`config.mk`:
```
export PLATFORM = sky130hd
export DESIGN_NAME = door_access_ctrl
export DESIGN_NICKNAME = d
export VERILOG_FILES = /design/src/rtl/door_access_ctrl.sv
export SDC_FILE = /design/constraint.sdc
export NUM_CORES = 1
export LEC_CHECK = 0
export CORE_MARGIN = 4
export CORE_UTILIZATION = 40
export CTS_CLUSTER_SIZE = 20
export DETAILED_ROUTE_END_ITERATION = 7
export GPL_TIMING_DRIVEN = 0
export PLACE_DENSITY_LB_ADDON = 0.1
export SYNTH_ARGS = -nofsm -noshare
export SYNTH_HDL_FRONTEND = slang
export SYNTH_SLANG_ARGS = --single-unit
export TNS_END_PERCENT = 50
```
`constraint.sdc`:
```
create_clock -name i_clk -period 2.3 [get_ports i_clk]
set_clock_uncertainty 0.1 [all_clocks]
set_input_delay 0.46 -clock i_clk [delete_from_list [all_inputs] [get_ports i_clk]]
set_output_delay 0.46 -clock i_clk [all_outputs]
set_load 0.02 [all_outputs]
```
`src/rtl/door_access_ctrl.sv`:
```
// door_access_ctrl
//   Keypad sequencing controller for the password door lock. Collects
//   CODE_LEN-digit codes, unlocks on a match, counts wrong attempts into a
//   timed lockout, relocks after a timeout once the door is closed, and runs
//   the old-code / new-code / confirm password-change sequence.
//
// Ports
//   i_clk           system clock, rising edge
//   i_rst           synchronous active-high reset
//   i_key_valid     one-cycle strobe, i_key_digit valid
//   i_key_digit     4-bit digit
//   i_key_clear     discard partial entry (strobe)
//   i_chg_req       request password change (strobe)
//   i_door_sensor   1 = door closed
//   o_door_locked   1 = lock engaged
//   o_correct_pulse one-cycle pulse on accepted code
//   o_wrong_pulse   one-cycle pulse on rejected code or failed confirm
//   o_chg_done      one-cycle pulse when a new code is committed
//   o_alarm         high throughout lockout
//   o_state_dbg     current state encoding
module door_access_ctrl #(
  parameter int                    CODE_LEN       = 4,
  parameter logic [CODE_LEN*4-1:0] DEFAULT_CODE   = 16'h1111,
  parameter int                    MAX_TRIES      = 3,
  parameter int                    LOCKOUT_CYCLES = 1000,
  parameter int                    UNLOCK_CYCLES  = 500,
  parameter int                    ENTRY_TIMEOUT  = 200
) (
  input  logic       i_clk,
  input  logic       i_rst,
  input  logic       i_key_valid,
  input  logic [3:0] i_key_digit,
  input  logic       i_key_clear,
  input  logic       i_chg_req,
  input  logic       i_door_sensor,
  output logic       o_door_locked,
  output logic       o_correct_pulse,
  output logic       o_wrong_pulse,
  output logic       o_chg_done,
  output logic       o_alarm,
  output logic [2:0] o_state_dbg
);

  localparam int CW      = CODE_LEN * 4;
  localparam int CNT_W   = $clog2(CODE_LEN + 1);
  localparam int FAIL_W  = $clog2(MAX_TRIES + 1);
  localparam int TMR_MAX = (LOCKOUT_CYCLES > UNLOCK_CYCLES) ? LOCKOUT_CYCLES : UNLOCK_CYCLES;
  localparam int TMR_W   = $clog2(TMR_MAX + 1);
  localparam int IDLE_W  = $clog2(ENTRY_TIMEOUT + 1);

  localparam logic [CNT_W-1:0]  CNT_ZERO     = {CNT_W{1'b0}};
  localparam logic [CNT_W-1:0]  CNT_ONE      = CNT_W'(1);
  localparam logic [CNT_W-1:0]  LAST_DIGIT   = CNT_W'(CODE_LEN - 1);
  localparam logic [FAIL_W-1:0] FAIL_ZERO    = {FAIL_W{1'b0}};
  localparam logic [FAIL_W-1:0] FAIL_ONE     = FAIL_W'(1);
  localparam logic [FAIL_W-1:0] FAIL_MAX     = FAIL_W'(MAX_TRIES);
  localparam logic [TMR_W-1:0]  TMR_ZERO     = {TMR_W{1'b0}};
  localparam logic [TMR_W-1:0]  TMR_ONE      = TMR_W'(1);
  localparam logic [TMR_W-1:0]  UNLOCK_LAST  = TMR_W'(UNLOCK_CYCLES - 1);
  localparam logic [TMR_W-1:0]  LOCKOUT_LAST = TMR_W'(LOCKOUT_CYCLES - 1);
  localparam logic [IDLE_W-1:0] IDLE_ZERO    = {IDLE_W{1'b0}};
  localparam logic [IDLE_W-1:0] IDLE_ONE     = IDLE_W'(1);
  localparam logic [IDLE_W-1:0] IDLE_LAST    = IDLE_W'(ENTRY_TIMEOUT - 1);

  typedef enum logic [2:0] {
    ST_LOCKED      = 3'd0,
    ST_CHECK       = 3'd1,
    ST_UNLOCKED    = 3'd2,
    ST_LOCKOUT     = 3'd3,
    ST_CHG_NEW     = 3'd4,
    ST_CHG_CONFIRM = 3'd5
  } state_t;

  state_t            r_state, w_state_nxt;
  logic [CW-1:0]     r_entry, w_entry_nxt;
  logic [CW-1:0]     r_new_buf, w_new_buf_nxt;
  logic [CW-1:0]     r_code, w_code_nxt;
  logic [CNT_W-1:0]  r_cnt, w_cnt_nxt;
  logic [IDLE_W-1:0] r_idle, w_idle_nxt;
  logic [TMR_W-1:0]  r_tmr, w_tmr_nxt;
  logic [FAIL_W-1:0] r_fail, w_fail_nxt, w_fail_inc;
  logic              r_chg_flag, w_chg_flag_nxt;
  logic              w_correct, w_wrong, w_done;
  logic              w_entry_state, w_key_acc, w_last_key, w_timeout, w_abort;
  logic [CW-1:0]     w_shifted;

  // Key qualification: digits are only taken in the entry states and a clear always wins
  always_comb begin
    w_entry_state = (r_state == ST_LOCKED) || (r_state == ST_CHG_NEW) ||
                    (r_state == ST_CHG_CONFIRM);
    w_key_acc     = w_entry_state && i_key_valid && !i_key_clear;
    w_last_key    = w_key_acc && (r_cnt == LAST_DIGIT);
    w_timeout     = w_entry_state && (r_cnt != CNT_ZERO) && !w_key_acc &&
                    (r_idle == IDLE_LAST);
    w_abort       = w_entry_state && (i_key_clear || w_timeout);
    w_shifted     = (r_entry << 4) | CW'(i_key_digit);
    w_fail_inc    = r_fail + FAIL_ONE;
  end

  // Idle timer: counts cycles since the last key only while a partial entry exists
  always_comb begin
    if (!w_entry_state || w_key_acc || w_abort) begin
      w_idle_nxt = IDLE_ZERO;
    end else if (r_cnt != CNT_ZERO) begin
      w_idle_nxt = r_idle + IDLE_ONE;
    end else begin
      w_idle_nxt = IDLE_ZERO;
    end
  end

  // Next-state, datapath and pulse decode
  always_comb begin
    w_state_nxt    = r_state;
    w_entry_nxt    = r_entry;
    w_new_buf_nxt  = r_new_buf;
    w_code_nxt     = r_code;
    w_cnt_nxt      = r_cnt;
    w_fail_nxt     = r_fail;
    w_chg_flag_nxt = r_chg_flag;
    w_tmr_nxt      = TMR_ZERO;
    w_correct      = 1'b0;
    w_wrong        = 1'b0;
    w_done         = 1'b0;
    case (r_state)
      ST_LOCKED: begin
        // a change request only counts at the start of an entry
        if (i_chg_req && (r_cnt == CNT_ZERO)) begin
          w_chg_flag_nxt = 1'b1;
        end else begin
          w_chg_flag_nxt = r_chg_flag;
        end
        if (w_abort) begin
          w_cnt_nxt = CNT_ZERO;
        end else if (w_last_key) begin
          w_entry_nxt = w_shifted;
          w_cnt_nxt   = CNT_ZERO;
          w_state_nxt = ST_CHECK;
        end else if (w_key_acc) begin
          w_entry_nxt = w_shifted;
          w_cnt_nxt   = r_cnt + CNT_ONE;
        end else begin
          w_cnt_nxt = r_cnt;
        end
      end
      ST_CHECK: begin
        if (r_entry == r_code) begin
          w_correct   = 1'b1;
          w_fail_nxt  = FAIL_ZERO;
          w_state_nxt = r_chg_flag ? ST_CHG_NEW : ST_UNLOCKED;
        end else begin
          w_wrong        = 1'b1;
          w_fail_nxt     = w_fail_inc;
          w_chg_flag_nxt = 1'b0;
          w_state_nxt    = (w_fail_inc == FAIL_MAX) ? ST_LOCKOUT : ST_LOCKED;
        end
      end
      ST_UNLOCKED: begin
        // timer saturates at expiry; the lock waits for the door to close
        if (r_tmr == UNLOCK_LAST) begin
          w_tmr_nxt   = r_tmr;
          w_state_nxt = i_door_sensor ? ST_LOCKED : ST_UNLOCKED;
        end else begin
          w_tmr_nxt = r_tmr + TMR_ONE;
        end
      end
      ST_LOCKOUT: begin
        if (r_tmr == LOCKOUT_LAST) begin
          w_fail_nxt  = FAIL_ZERO;
          w_state_nxt = ST_LOCKED;
        end else begin
          w_tmr_nxt = r_tmr + TMR_ONE;
        end
      end
      ST_CHG_NEW, ST_CHG_CONFIRM: begin
        if (w_abort) begin
          w_cnt_nxt      = CNT_ZERO;
          w_chg_flag_nxt = 1'b0;
          w_state_nxt    = ST_LOCKED;
        end else if (w_last_key) begin
          w_entry_nxt = w_shifted;
          w_cnt_nxt   = CNT_ZERO;
          if (r_state == ST_CHG_NEW) begin
            w_new_buf_nxt = w_shifted;
            w_state_nxt   = ST_CHG_CONFIRM;
          end else begin
            // confirm failure leaves both the stored code and fail count alone
            if (w_shifted == r_new_buf) begin
              w_code_nxt = r_new_buf;
              w_done     = 1'b1;
            end else begin
              w_wrong = 1'b1;
            end
            w_chg_flag_nxt = 1'b0;
            w_state_nxt    = ST_LOCKED;
          end
        end else if (w_key_acc) begin
          w_entry_nxt = w_shifted;
          w_cnt_nxt   = r_cnt + CNT_ONE;
        end else begin
          w_cnt_nxt = r_cnt;
        end
      end
      default: begin
        w_cnt_nxt      = CNT_ZERO;
        w_chg_flag_nxt = 1'b0;
        w_state_nxt    = ST_LOCKED;
      end
    endcase
  end

  // State, datapath and registered output update
  always_ff @(posedge i_clk) begin
    if (i_rst) begin
      r_state         <= ST_LOCKED;
      r_entry         <= {CW{1'b0}};
      r_new_buf       <= {CW{1'b0}};
      r_code          <= DEFAULT_CODE;
      r_cnt           <= CNT_ZERO;
      r_idle          <= IDLE_ZERO;
      r_tmr           <= TMR_ZERO;
      r_fail          <= FAIL_ZERO;
      r_chg_flag      <= 1'b0;
      o_door_locked   <= 1'b1;
      o_correct_pulse <= 1'b0;
      o_wrong_pulse   <= 1'b0;
      o_chg_done      <= 1'b0;
      o_alarm         <= 1'b0;
      o_state_dbg     <= 3'd0;
    end else begin
      r_state         <= w_state_nxt;
      r_entry         <= w_entry_nxt;
      r_new_buf       <= w_new_buf_nxt;
      r_code          <= w_code_nxt;
      r_cnt           <= w_cnt_nxt;
      r_idle          <= w_idle_nxt;
      r_tmr           <= w_tmr_nxt;
      r_fail          <= w_fail_nxt;
      r_chg_flag      <= w_chg_flag_nxt;
      o_door_locked   <= (w_state_nxt != ST_UNLOCKED);
      o_correct_pulse <= w_correct;
      o_wrong_pulse   <= w_wrong;
      o_chg_done      <= w_done;
      o_alarm         <= (w_state_nxt == ST_LOCKOUT);
      o_state_dbg     <= w_state_nxt;
    end
  end

endmodule

```
After elaboration in Yosys (flattened, before gate mapping):

Index checks and enable logic that the tools add are counted.
Widths: inputs -> output; s select.

* $add $sub $neg: 4
* multiply operators: 0
* div/mod/pow operators: 0
* order comparisons: 0
* eq/ne operators: 21
* shifts and indexed selects: 0
* multiplexer cells: 38
* bitwise operators: 9
* reduce and logical (&&, ||, !) cells: 34

Operator list (number)
* $mux 3: 12
* $eq 16x16->1: 2
* $mux 16: 2
* $mux 10: 2
* $pmux 10 s2: 1
* $or 16x4->16: 1
* $pmux 3 s5: 1
* $eq 3x2->1 const B: 4
* $mux 1: 12
* $add 10x1->10 const B: 1
* $eq 10x10->1 const B: 1
* $eq 10x9->1 const B: 1
* $reduce_and 5->1: 2
* $reduce_or 3->1: 3
* $add 8x1->8 const B: 1
* $eq 8x8->1 const B: 1
* $logic_and 1x1->1: 8
* $mux 2: 4
* $not 1->1: 8
* $eq 3x3->1 const B: 2
* $logic_not 3->1: 2
* $ne 2x2->1 const B: 3
* $ne 3x3->1 const B: 2
* $pmux 3 s2: 1
* 19 further kinds: 29

* register bits after elaboration: 80
* latch bits: 0
* bits in writable memories: 0
* ROM bits: 0
* bits of input ports: 10
* output and inout bits: 8
* logic and storage cells: 120
* memories: 0

Logic depth before layout (Yosys ltp):

Gate-level depths: netlist of the first run.

* word-level depth: 13
* gate-level depth with buffers: 8
* depth with buffers taken out: 7

Worst setup path after synthesis of the first run:

OpenSTA, ideal clock, no wires.

* kind: flip-flop to flip-flop
* start: register r_state[1]
* end: register r_code[0]
* arrival time: 1.830 ns
* required time: 2.072 ns
* slack: 0.243 ns
* cell stages (with the launch flop): 8
* period minus slack after synthesis: 2.057 ns
* path through: dfxtp_1 buf_2 or3b_4 nor3_4 nand2_1 clkbuf_1 o21ai_0 nand3_1

* cells in the longest elaborated chain, start to end: 12
* elaborated cells between the ends (all ways): 18
* classes of those cells: eq/ne: 2; bitwise: 2; reduce/logical: 14

Ends and longest elaborated chain
* from (decl): line 74 `state_t r_state, w_state_nxt;`
* from (signal assigned): line 230 `r_state <= w_state_nxt;`
* $eq 3x3->1 / $logic_not 3->1 (equally long branches): line 89, 124, 182
* $logic_or 1x1->1 (2 in series): line 89 `w_entry_state = (r_state == ST_LOCKED) || (r_state == ST_CHG_NEW) ||`
* $logic_and 1x1->1 (2 in series): line 91 `w_key_acc = w_entry_state && i_key_valid && !i_key_clear;`
* $logic_not 1->1: line 93 `w_timeout = w_entry_state && (r_cnt != CNT_ZERO) && !w_key_acc &&`
* $logic_and 1x1->1 (2 in series): line 93
* $logic_or 1x1->1: line 95 `w_abort = w_entry_state && (i_key_clear || w_timeout);`
* $logic_and 1x1->1: line 95
* $not 1->1 (no source line)
* $reduce_and 5->1 (no source line) (*)
* to (signal assigned): line 233 `r_code <= w_code_nxt;`
* to (decl): line 77 `logic [CW-1:0] r_code, w_code_nxt;`

Every way passes the cells marked *; elsewhere a longest branch is shown, timed or not.
A chain may end at the register's enable or synchronous reset.

Worst setup path after layout of the first run:

* start: input port i_key_clear
* end: register o_wrong_pulse

* cells in the longest elaborated chain, start to end: 9
* elaborated cells between the ends (all ways): 11
* classes of those cells: mux: 3; reduce/logical: 8

Ends and longest elaborated chain
* from (decl): line 33 `input logic i_key_clear,`
* $logic_not 1->1: line 91
* $logic_and 1x1->1: line 91
* $logic_not 1->1: line 93
* $logic_and 1x1->1 (2 in series): line 93
* $logic_or 1x1->1: line 95
* $logic_and 1x1->1: line 95
* $mux 1 (*): line 175 `if (w_abort) begin`
* $pmux 1 s2 (*): line 124 `case (r_state)`
* to (signal assigned): line 241 `o_wrong_pulse <= w_wrong;`
* to (decl): line 38 `output logic o_wrong_pulse,`

Marked as above.

==> results.cfg, run 1 <==
[outcome]
status = finished clean

[sta]
setup_viol = 0
relSlewSlack = 0.559
fin_crit_ns = 2.24
maxSlewViolCount = 0
period_share = 0.975
finalSetupTns_ns = 0
setup_ws_ns = 0.0572
rsz0062_at_grt = true
worst_slew_pin_slew_ns = 0.662
finalHoldViolCount = 0
fmax_mhz = 446

[yosys]
synthTopCellsByArea = dfxtp_1, xor2_1, xnor2_1
ys_types = 42
ys_async_sr_fraction = 0
synth_edf_count = 0
synth_top_area_share = 0.450
syn_nets = 427
ys_seq_area_frac = 0.450
synth_seq_cells = 80
syn_inst = 412
yosys.area.top_type = dfxtp_1
synth_area_um2 = 3560
yosysWarnings = 0
synth_flop_cell = dfxtp_1
syn-mean-instance-area_um2 = 8.63

[global_route]
grt-ovfl-total = 0
antenna_found_initial = 0
grt_pass1_wl_um = 13900
grt_max_degree = 13
grt_pass1_vias = 2701
track_usage = 0.173

[critical_path]
start_kind = input port
cp-end-kind = flip-flop
cp_top_family = simple AND/OR/NAND/NOR gates
r2r-start = r_state[1]
cp_cell_sequence = clkdlybuf4s50_1 -> or3b_4 -> nor3_4 -> and2_1 -> buf_4 -> buf_6 -> nand2_1 -> a21oi_2
crit_path_top_delay_cell = clkdlybuf4s50_1
crit_arrival_ns = 2.41
worstReg2RegEnd = o_wrong_pulse
path_max_fanout = 10
max_stage_delay_ns = 0.45
path_buf_inv = 3
cp.depth = 8
required_ns = 2.47
ff2ff_path_depth = 8
rrSetupSlack_ns = 0.12
critical_path_class = input port to flip-flop

[route]
routed_wl_um = 8510
drtIter0Drc = 157
ant_nets = 0
vias_per_cell = 5.27
vias = 2924
drt_pass1_iterations = 4
wl_per_cell_um = 15.3
remaining_drc_errors = 0

[finish]
mostFrequentLayoutCells = dfxtp_1, nand2_1, nor2_1
regArea_um2 = 1600
finalNetCount = 457
design_area_um2 = 4170
n_fill_cell = 897
area_growth_pct = 17.1
num_antenna_cells = 0
multi_input_area_um2 = 1880
drive_gt1_frac = 0.0917
layout_commonest_cell = dfxtp_1

[floorplanning]
coreArea_um2 = 8680
initial_core_util = 0.410
fp.dieArea_um2 = 10500
fp.dieW_um = 102
io_pins = 18
rows = 34
fp.dieH_um = 102

[cts]
clockRootBuffer = clkbuf_8
cts_made_buffers = 9
clk_transition_reported_paths_ns = 0.08
clkSinkCount = 80
cts_tree = done
max-clock-path-buffers = 2
h-tree-depth = 3
clkLatencyLatePin_ns = 0.34
cts-hold-fix-buffers = 0

[power]
irDropWorstVdd_v = 0.000266
p_per_area_nw_per_um2 = 630
power.leakage_nw = 1.59

[hold_path]
whs_path_depth = 1
hp-start = r_idle[0]
hp-class = flip-flop to flip-flop
hold_path_end = r_idle[0]

[placement]
hpwlAfterDp_um = 5910
place_ws_ns = -0.746
port_buffers = 16
post_dp_cell_area_um2 = 3850
place_congestion = 0.847

[flow_run]
maxCapViolCount = 0
## layout make-up
class,instances,share of cell area
Timing Repair Buffer,20,0.0454
Inverter,10,0.00901
Clock buffer,14,0.0439
Buffer,18,0.0240
Sequential cell,80,0.385
Clock inverter,2,0.00841
Tap cell,108,0.0324
Multi-Input combinational cell,303,0.452
## state kept, by name, indices dropped and copies added, names as in the netlist, 2 cells and up
register	cells
r_code	16
r_entry	16
r_new_buf	16
r_tmr	10
r_idle	8
r_cnt	3
r_state	3
r_fail	2
## per-stage QoR
stage               hold slack [ns]  std cells  power (W)   util
finish                        0.348        555    0.00262  0.480
global route                  0.380        555    0.00274  0.480
CTS                           0.350        555    0.00265  0.474
detailed placement            0.338        536    0.00154  0.444
global placement              0.328        536    0.00154  0.444
floorplan                     0.313        412    0.00149      -
## how the worst max path moves through the flow
stage	start	end	slack (ns)
5_1_grt	i_key_clear	o_wrong_pulse	-0.01
2_1_floorplan	r_state[1]	r_code[0]	0.24
6_report	i_key_clear	o_wrong_pulse	0.06
3_3_place_gp	i_key_valid	r_entry[14]	-0.81
3_5_place_dp	i_key_valid	r_entry[1]	-0.75
4_1_cts	i_key_digit[0]	r_code[11]	0.004
## power by group
part / internal [W] / switching [W]
clock: 0.000620 / 0.000487
combinational: 0.0000389 / 0.0000745
sequential: 0.00139 / 0.0000108
## logic make-up (layout without fill, tap and decap cells)
kind of cell             Yosys count  in the layout  share of synthesized area
adder cells (fa/ha/maj)            5              5                     0.0176
flip-flops                        80             80                      0.450
AO/OA/AOI/OAI                     69             69                      0.110
multiplexers                      16             16                     0.0450
XOR/XNOR                          46             46                      0.113
AND/OR/NAND/NOR                  167            167                      0.229
buffers and inverters             29             64                     0.0341
## Yosys cell counts (4+ instances only)
library cell / instances
dfxtp_1: 80
nand2_1: 47
nor2_1: 43
a21oi_1: 36
nand3_1: 32
xor2_1: 24
xnor2_1: 22
o21ai_0: 19
mux2i_1: 16
clkbuf_1: 13
inv_1: 10
nand4_1: 8
nor4_1: 7
nand2b_1: 6
and3_1: 5
ha_1: 5
nor3_1: 5
buf_2: 4
## per-layer routing
layer	wire (um)	global-route usage
met1	4280	0.253
met2	3770	0.254
met3	393	0.0416
met4	57	0.0454
met5	0	0
## repair_timing
action,in CTS,in global routing
pin swaps,2,1
gates cloned,0,0
setup buffers,3,1
endpoints found under the setup margin,43,34
resized for setup,9,15
(Power assumes the default switching activity.)
==> inputs of run 2 (changes only) <==
CAP_MARGIN = 20   (was unset)
==> results of run 2 <==
Final layout, timing and power as in run 1 (identical DEF).
==> inputs of run 3 (changes only) <==
ABC_AREA = 1   (was unset)
clock period = 2.5 ns   (was 2.3 ns; I/O delays follow)
==> results.cfg, run 3 <==
[sta]
setup_viol = 0
finalHoldViolCount = 0
rsz0062_at_grt = false
maxSlewViolCount = 0
relSlewSlack = 0.626
fin_crit_ns = 2.15
finalSetupTns_ns = 0
period_share = 0.862
fmax_mhz = 464
worst_slew_pin_slew_ns = 0.557

[yosys]
netlist_top_cells_count = nand2_1, nor2_1, dfxtp_1
yosysMostFrequentCell = nand2_1
syn_inst = 542
yosysWarnings = 0
ys_async_sr_fraction = 0
synth_seq_cells = 80
syn_nets = 557
synth_flop_cell = dfxtp_1
synth_area_um2 = 3800
ys_seq_area_frac = 0.422
ys_types = 32
yosys.area.top_type = dfxtp_1
synth_top_area_share = 0.422
synthTopCellsByArea = dfxtp_1, nand2_1, nor2_1
synth_edf_count = 0
syn-mean-instance-area_um2 = 7.01

[cts]
clkSinkCount = 80
cts_resized = 0
clk_transition_reported_paths_ns = 0.08
cts-hold-fix-buffers = 0
cts_made_buffers = 9
clockRootBuffer = clkbuf_8
cts_setup_buffers = 0
h-tree-depth = 3
clkLatencyLatePin_ns = 0.35
max-clock-path-buffers = 2
cts_tree = done

[placement]
hpwlAfterDp_um = 6220
post_dp_cell_area_um2 = 4130
port_buffers = 17
place_congestion = 0.845

[route]
drtIter0Drc = 185
vias_per_cell = 4.71
vias = 3316
routed_wl_um = 8810
drt_pass1_iterations = 5
wl_per_cell_um = 12.5
remaining_drc_errors = 0
ant_nets = 0

[power]
power.leakage_nw = 1.88
irDropWorstVdd_v = 0.000289
p_per_area_nw_per_um2 = 541

[floorplanning]
rows = 35
fp.dieH_um = 105
fp.dieW_um = 105
fp.dieArea_um2 = 11100
io_pins = 18
coreArea_um2 = 9240
initial_core_util = 0.411

[critical_path]
path_max_fanout = 7
crit_path_top_delay_cell = clkdlybuf4s50_1
max_stage_delay_ns = 0.67
ff2ff_path_depth = 6
cp_top_family = buffers and inverters
required_ns = 1.90
cp_cell_sequence = clkdlybuf4s50_1
cp.depth = 1
cp-end-kind = output port
start_kind = flip-flop
path_buf_inv = 1
crit_arrival_ns = 1.55
critical_path_class = flip-flop to output port

[global_route]
track_usage = 0.166
grt_pass1_vias = 3154
antenna_found_initial = 0
grt-ovfl-total = 0
grt_max_degree = 14
grt_pass1_wl_um = 15000

[finish]
num_antenna_cells = 0
drive_gt1_frac = 0.0609
mostFrequentLayoutCells = nand2_1, nor2_1, dfxtp_1
area_growth_pct = 13.1
multi_input_area_um2 = 1850
design_area_um2 = 4300
reg.largest.list = r_code (16), r_entry (16), r_new_buf (16)
finalNetCount = 585
layout_commonest_cell = nand2_1
regArea_um2 = 1600
n_fill_cell = 971

[hold_path]
whs_path_depth = 1
hp-class = flip-flop to flip-flop

[outcome]
status = finished clean

[flow_run]
maxCapViolCount = 0
-- run 3: report_power, final --
part	total [W]	switching (W)	internal (W)
Clock	0.000839	0.000479	0.000360
Sequential	0.00132	0.0000198	0.00130
Combinational	0.000168	0.000105	0.0000637
-- run 3: area by class of cell --
class                           instances  share of cell area
Timing Repair Buffer                   17              0.0396
Multi-Input combinational cell        376               0.430
Clock inverter                          5             0.00786
Buffer                                 15              0.0195
Sequential cell                        80               0.373
Tap cell                              129              0.0376
Clock buffer                           11              0.0306
Inverter                               71              0.0620
-- run 3: metal layers --
| layer | GRT usage | part of all wire | wire, um |
|---|---|---|---|
| met5 | 0 | 0 | 0 |
| met4 | 0.0394 | 0.011 | 94 |
| met3 | 0.0435 | 0.036 | 320 |
| met2 | 0.278 | 0.49 | 4280 |
| met1 | 0.214 | 0.47 | 4110 |
-- run 3: path summary, 6_finish.rpt --
path,endpoint,start,slack [ns]
max,o_state_dbg[2],r_state[2],0.35
min,r_idle[0],r_idle[0],0.36
max reg2reg,r_entry[8],r_state[1],0.45
min reg2reg,r_idle[0],r_idle[0],0.36
-- run 3: per-stage QoR --
stage	total power (W)	util	instances	setup WS, ns	hold WS, ns
2_1_floorplan	0.00145	-	542	0.758	0.318
3_3_place_gp	0.00151	0.447	688	0.0440	0.332
3_5_place_dp	0.00151	0.447	688	0.00923	0.341
4_1_cts	0.00235	0.465	704	0.325	0.355
5_1_grt	0.00244	0.465	704	0.163	0.400
6_report	0.00232	0.465	704	0.345	0.356
-- run 3: logic make-up after synthesis --
| kind of cell | Yosys count | share of synthesized area |
|---|---|---|
| xor gates and xnor gates | 25 | 0.0576 |
| and+or+nand+nor | 263 | 0.291 |
| DFF | 80 | 0.422 |
| adders and majority gates | 5 | 0.0165 |
| buffers and inverters | 86 | 0.0922 |
| AOI/OAI and AO/OA | 83 | 0.121 |
